**config.mk**
```make
export PLATFORM = sky130hd
export DESIGN_NAME = reg_file
export DESIGN_NICKNAME = d
export VERILOG_FILES = /design/src/rtl/cpu_rf_pkg.sv /design/src/rtl/rf_entry.sv /design/src/rtl/reg_file.sv
export SDC_FILE = /design/constraint.sdc
export NUM_CORES = 1
export LEC_CHECK = 0
export CORE_MARGIN = 2
export CORE_UTILIZATION = 45
export DETAILED_ROUTE_END_ITERATION = 8
export DONT_BUFFER_PORTS = 1
export HOLD_SLACK_MARGIN = 0.12
export SETUP_SLACK_MARGIN = 0.05
export SYNTH_ARGS = -nofsm -noshare
export SYNTH_HDL_FRONTEND = slang
export SYNTH_SLANG_ARGS = --single-unit
```
**constraint.sdc**
```tcl
create_clock -name clk -period 1.8 [get_ports clk]
set_clock_uncertainty 0.05 [all_clocks]
set_input_delay 0.36 -clock clk [delete_from_list [all_inputs] [get_ports clk]]
set_output_delay 0.36 -clock clk [all_outputs]
set_load 0.02 [all_outputs]
```
**src/rtl/cpu_rf_pkg.sv**
```systemverilog
// Shared register-file types and default geometry, also used by the decode stage.
package cpu_rf_pkg;

  typedef enum logic {RF_IDLE, RF_SWEEP} rf_state_t;

  localparam int unsigned RF_WIDTH = 8;
  localparam int unsigned RF_DEPTH = 8;

endpackage

```
**src/rtl/rf_entry.sv**
```systemverilog
// Single register-file entry: async reset, write enable, synchronous clear.
module rf_entry #(
  parameter int unsigned WIDTH = 8
) (
  input  logic             clk,
  input  logic             rst,
  input  logic             i_we,
  input  logic             i_clr,
  input  logic [WIDTH-1:0] i_d,
  output logic [WIDTH-1:0] o_q
);

  always_ff @(posedge clk or posedge rst) begin
    if (rst)       o_q <= '0;
    else if (i_clr) o_q <= '0;
    else if (i_we)  o_q <= i_d;
  end

endmodule

```
**src/rtl/reg_file.sv**
```systemverilog
// General-purpose register bank: 1 write / 2 read ports, optional zero entry,
// optional write-to-read bypass and a one-entry-per-cycle hardware clear sweep.
module reg_file
  import cpu_rf_pkg::*;
#(
  parameter int unsigned WIDTH   = RF_WIDTH,
  parameter int unsigned DEPTH   = RF_DEPTH,
  parameter bit          ZERO_R0 = 1'b1,
  parameter bit          BYPASS  = 1'b0,
  localparam int unsigned AW     = $clog2(DEPTH)
) (
  input  logic             clk,
  input  logic             rst,
  input  logic             we,
  input  logic [AW-1:0]    waddr,
  input  logic [WIDTH-1:0] wdata,
  input  logic [AW-1:0]    raddr_a,
  output logic [WIDTH-1:0] rdata_a,
  input  logic [AW-1:0]    raddr_b,
  output logic [WIDTH-1:0] rdata_b,
  input  logic             clr_req,
  output logic             clr_busy,
  output logic             wr_drop
);

  rf_state_t        r_state;
  rf_state_t        w_state_nxt;
  logic [AW-1:0]    r_ptr;
  logic             r_wr_drop;
  logic             w_sweep;
  logic             w_wr_acc;
  logic [WIDTH-1:0] w_q [DEPTH];

  assign w_sweep  = (r_state == RF_SWEEP);
  assign w_wr_acc = we && (r_state == RF_IDLE);
  assign clr_busy = w_sweep;
  assign wr_drop  = r_wr_drop;

  for (genvar g = 0; g < int'(DEPTH); g++) begin : g_entry
    if (ZERO_R0 && g == 0) begin : g_zero
      assign w_q[g] = '0;
    end else begin : g_reg
      rf_entry #(.WIDTH(WIDTH)) u_entry (
        .clk   (clk),
        .rst   (rst),
        .i_we  (w_wr_acc && (waddr == AW'(g))),
        .i_clr (w_sweep && (r_ptr == AW'(g))),
        .i_d   (wdata),
        .o_q   (w_q[g])
      );
    end
  end

  // Bypass only forwards accepted writes; a hardwired zero entry never forwards.
  always_comb begin
    rdata_a = w_q[raddr_a];
    rdata_b = w_q[raddr_b];
    if (BYPASS && w_wr_acc && !(ZERO_R0 && waddr == '0)) begin
      if (waddr == raddr_a) rdata_a = wdata;
      if (waddr == raddr_b) rdata_b = wdata;
    end
  end

  always_comb begin
    w_state_nxt = r_state;
    case (r_state)
      RF_IDLE:  if (clr_req) w_state_nxt = RF_SWEEP;
      RF_SWEEP: if (r_ptr == AW'(DEPTH - 1)) w_state_nxt = RF_IDLE;
      default:  w_state_nxt = RF_IDLE;
    endcase
  end

  always_ff @(posedge clk or posedge rst) begin
    if (rst) begin
      r_state   <= RF_IDLE;
      r_ptr     <= '0;
      r_wr_drop <= 1'b0;
    end else begin
      r_state   <= w_state_nxt;
      r_ptr     <= w_sweep ? r_ptr + AW'(1) : '0;
      r_wr_drop <= we && w_sweep;
    end
  end

endmodule
```
# After elaboration in Yosys (flattened, before gate mapping)
# Index checks and enable logic that the tools add are counted.
# W data, S select, Z words.
[totals] output_inout_bits=18 ff_bits=61 in_bits=21 wordCells=77
[op_classes] magnitude_cmp=2 n_eq_ne=14 n_reduce_logical=23 addsub=1 n_bitwise=3 mux=24
[ops] cell="$mux W8" n=18
[ops] cell="$bmux W8 S3" n=2
[ops] cell="$eq A3 B3 Y1 const B" n=8
[ops] cell="$logic_and A1 B1 Y1" n=16
[ops] cell="$reduce_bool A2 Y1" n=7
[ops] cell="$eq A3 B2 Y1 const B" n=4
[ops] cell="$ge A4 B4 Y1 const B" n=2
[ops] cell="$not A3 Y4" n=2
[ops] cell="$eq A3 B1 Y1 const B" n=2
[ops] cell="$add A3 B1 Y3 const B" n=1
[ops] cell="$mux W3" n=1
[ops] cell="$mux W1" n=2
[ops] cell="$pmux W1 S2" n=1
[ops] cell="$not A1 Y1" n=1

# Depth between registers and ports, before layout
[depth] word_depth=5 mapped_depth=5 depth_no_buf=5

# Hierarchy
# A second synthesis with hierarchy kept.
[hier_totals] cells_unflattened=341 hier_area_um2=3708.6
[modules_own_cells] module="rf_entry" area_each_um2=329.1 n_inst=7 cells_each=27 seq_area_each_um2=200.2
[modules_own_cells] module="reg_file" area_each_um2=1405.1 n_inst=1 cells_each=152 seq_area_each_um2=125.1

# Worst setup path before layout
# OpenSTA, ideal clock, no wires.
[synth_path] kind="in2out" from="in raddr_b[1]" to="out rdata_b[5]" path_stages=4 path_buffers=2 required_ns=1.390 slack_ns=-0.084 arrival_ns=1.474 path_cell_list="buf_2 > clkbuf_1 > a221oi_1 > a311oi_1"
[synth_via] elab_chain_len=4
[synth_rtl] item="start, declared" line_no="reg_file.sv:19" text="input logic [AW-1:0] raddr_b,"
[synth_rtl] item="$not A3 Y4 (implied by the code)" line_no="reg_file.sv:57" text="rdata_b = w_q[raddr_b];"
[synth_rtl] item="$bmux W8 S3" line_no="reg_file.sv:57"
[synth_rtl] item="$mux W8 (implied by the code) (2 in a row)" line_no="reg_file.sv:57"
[synth_rtl] item="end, declared" line_no="reg_file.sv:20" text="output logic [WIDTH-1:0] rdata_b,"
# Every way passes these cells. The select of a mux whose other input is x is not followed.

# Worst setup path after layout
[layout_path] from="reg g_entry[1].g_reg.u_entry.o_q[7]" to="out rdata_b[7]"
[layout_via] elab_chain_len=3
[layout_rtl] item="start, declared" line_no="rf_entry.sv:10" text="output logic [WIDTH-1:0] o_q"
[layout_rtl] item="start signal, assigned" line_no="rf_entry.sv:16" text="else if (i_we) o_q <= i_d;"
[layout_rtl] item="$bmux W8 S3" line_no="reg_file.sv:57"
[layout_rtl] item="$mux W8 (implied by the code) (2 in a row)" line_no="reg_file.sv:57"
# Every way passes these cells. The select of a mux whose other input is x is not followed.

==> results.md <==
- CTS tree: yes
- Setup ws final: -217 ps
- HP Class: in2reg
- Number of antenna repair diodes: 0
- Hold WS: 133 ps
- IO Pins: 39
- Largest net degree at the start of global routing: 62
- Die X-Extent: 93.7 um
- Slew Viols, Final: 0
- R2R setup slack: 180 ps
- Initial DRT Pass Iterations: 5
- Layout Nets: 441
- Clock tree buffer depth: 2
- Die area: 8770 sq um
- Total CTS buffers: 9
- Mapped Area: 3620 sq um
- Max_cap viols: 0
- Unrepaired setup endpoints after global routing: true
- DRC Markers: 0
- Final hold violations: 0
- Vias/cell: 5.96
- Leakage power figure: 1.95 nW
- Failing checks: setup timing
- Final Setup Violations: 15
- Crit-path max FO: 3
- Fmax: 0.496 GHz
- Core area: 7770 sq um
- DP HPWL: 7320 um
- First-pass GRT wire length: 17200 um
- Total length of routed wires: 10800 um
- Flops & latches, synth: 61
- Ratio of final minimum period to clock period: 1.12
- Tot GR Track Use: 0.262
- Root Buffer: clkbuf_8
- Minimum clock period: 2020 ps
- Clock sinks: 61
- P&R area growth vs syn: 21.6%
- Vias in the first global route: 3110
- CTS H-tree lvls: 3
- Initial antenna violation count: 0
- CP startpoint kind: flip-flop
- DRT antenna net count: 0
- Synth warn: 0
- Post-synth cell types: 31
- Core Util, Final: 0.566
- Port Buffers: 0
- CP required: 1390 ps
- Crit. End Element: output pin
- Worst skew pair latency: 340 ps
- Worst-path clk slew: 70 ps
- Layout cell share with drive strength beyond 1: 0.217
- Syn_nets: 421
- Per-cell routed wire length: 20.6 um
- Synth Instances: 394
- Grt total ovfl: 0
- Critical path class: reg2out
- Power Density: 1280 nW/um^2
- GPL Wtd Cong: 0.869
- Starting DRT DRC Count: 261
- Row cnt: 32
- Rel. slew slack: 0.647
- Status: finished with violations
- Avg Inst Size Synth: 9.18 sq um
- Routed vias: 3107
- DP Cell Count: 488
- Worst slew pin tran: 530 ps
- Sequential element share of the synthesized area: 0.422
- Final setup TNS: -2430 ps
- Non-filler cells, final: 521
- Worst IR Drop VDD: 681 uV
- Initial Utilization: 0.466
- Die H: 93.7 um
- Worst path arrival time: 1610 ps
synthesized netlist by cell type:
library cell / instances / area, sq um
dfrtp_1: 61 / 1530
nand2_1: 58 / 218
nand3_1: 51 / 255
mux2i_1: 34 / 340
o21ai_0: 24 / 120
o21ai_1: 24 / 120
a221oi_1: 22 / 193
buf_2: 21 / 105
nor2b_1: 14 / 87.6
inv_1: 13 / 48.8
mux2_2: 13 / 146
a211oi_1: 8 / 60.1
a311oi_1: 8 / 70.1
and2_1: 7 / 43.8
clkbuf_1: 7 / 26.3
ha_1: 6 / 75.1
and2_0: 3 / 18.8
buf_4: 3 / 22.5
a21oi_1: 2 / 10.0
buf_6: 2 / 22.5
mux2_4: 2 / 30.0
nand3b_1: 2 / 15.0
a22oi_1: 1 / 7.51
and2b_1: 1 / 7.51
and3b_1: 1 / 8.76
buf_1: 1 / 3.75
nand2_2: 1 / 6.26
nand2b_1: 1 / 6.26
nor2_1: 1 / 3.75
nor3b_2: 1 / 12.5
o21a_1: 1 / 7.51
flip-flops by register name (all words and copies together) (netlist names):
signal                     flops
clr_busy                       1
g_entry.g_reg.u_entry.o_q     56
r_ptr                          3
wr_drop                        1
cells in the final DEF (no fill, tap or decap), types with 12 or more instances in the layout:
master,Yosys,layout
mux2i_1,34,34
inv_1,13,12
dlygate4sd3_1,0,12
nor2b_1,14,13
a221oi_2,0,14
nand2_1,58,58
nand3_1,51,51
o21ai_1,24,24
o21ai_0,24,24
buf_4,3,29
dfrtp_1,61,61
critical path, stage by stage (launching register included):
cell,delay [ps]
dfrtp_1,420
mux2_4,300
a221oi_4,270
a311oi_2,90
buf_4,180
where the power goes:
part | internal [mW] | switching (mW)
combinational | 0.902 | 1.09
sequential | 1.89 | 0.552
clock | 0.637 | 0.572
area by class of cell:
cell class	instances	area, sq um
Multi-Input combinational cell	286	2130
Clock buffer	10	128
Tap cell	102	128
Sequential cell	61	1530
Inverter	13	52.6
Timing Repair Buffer	43	369
Clock inverter	6	63.8
Fill cell	717	3370
routing by layer:
| layer | vias up | routed length, um | GRT usage |
|---|---|---|---|
| li1 | 1457 | - | - |
| met1 | 1511 | 4590 | 0.363 |
| met2 | 121 | 5130 | 0.410 |
| met3 | 18 | 788 | 0.0465 |
| met4 | 0 | 250 | 0.100 |
| met5 | - | 0 | 0 |
metrics by stage:
stage	total power, mW	cell area (sq um)	setup WS (ps)
after floorplan	3.50	3640	-84.1
after global placement	4.02	3800	20.6
after detailed placement	4.08	3800	12.1
after CTS	5.56	4350	-201
after global routing	5.99	4400	-268
final	5.64	4400	-217
kinds of logic after synthesis:
logic type,Yosys count,synth area share
AOI/OAI and AO/OA,90,0.163
DFF,61,0.422
and+or+nand+nor,141,0.189
buffers and inverters,47,0.0633
adders and majority gates,6,0.0207
muxes,49,0.143
repair_timing:
action,4_1_cts,5_1_grt
hold endpoints to repair,114,0
endpoints found under the setup margin,16,23
gates cloned,0,0
setup buffers,4,1
resized for setup,35,6
hold buffers,12,0
pin swaps,9,11
worst paths after layout:
check / endpoint / cells past startpoint / startpoint
setup / recovery: rdata_b[7] / 4 / g_entry[1].g_reg.u_entry.o_q[7]
hold / removal: g_entry[2].g_reg.u_entry.o_q[6] / 2 / wdata[6]
setup reg to reg: g_entry[3].g_reg.u_entry.o_q[1] / 3 / clr_busy
hold reg to reg: r_ptr[0] / 1 / r_ptr[0]
max in group asynchronous: g_entry[3].g_reg.u_entry.o_q[1] / 3 / rst
min in group asynchronous: clr_busy / 3 / rst
Note: power is estimated with default switching activity, not from simulation.
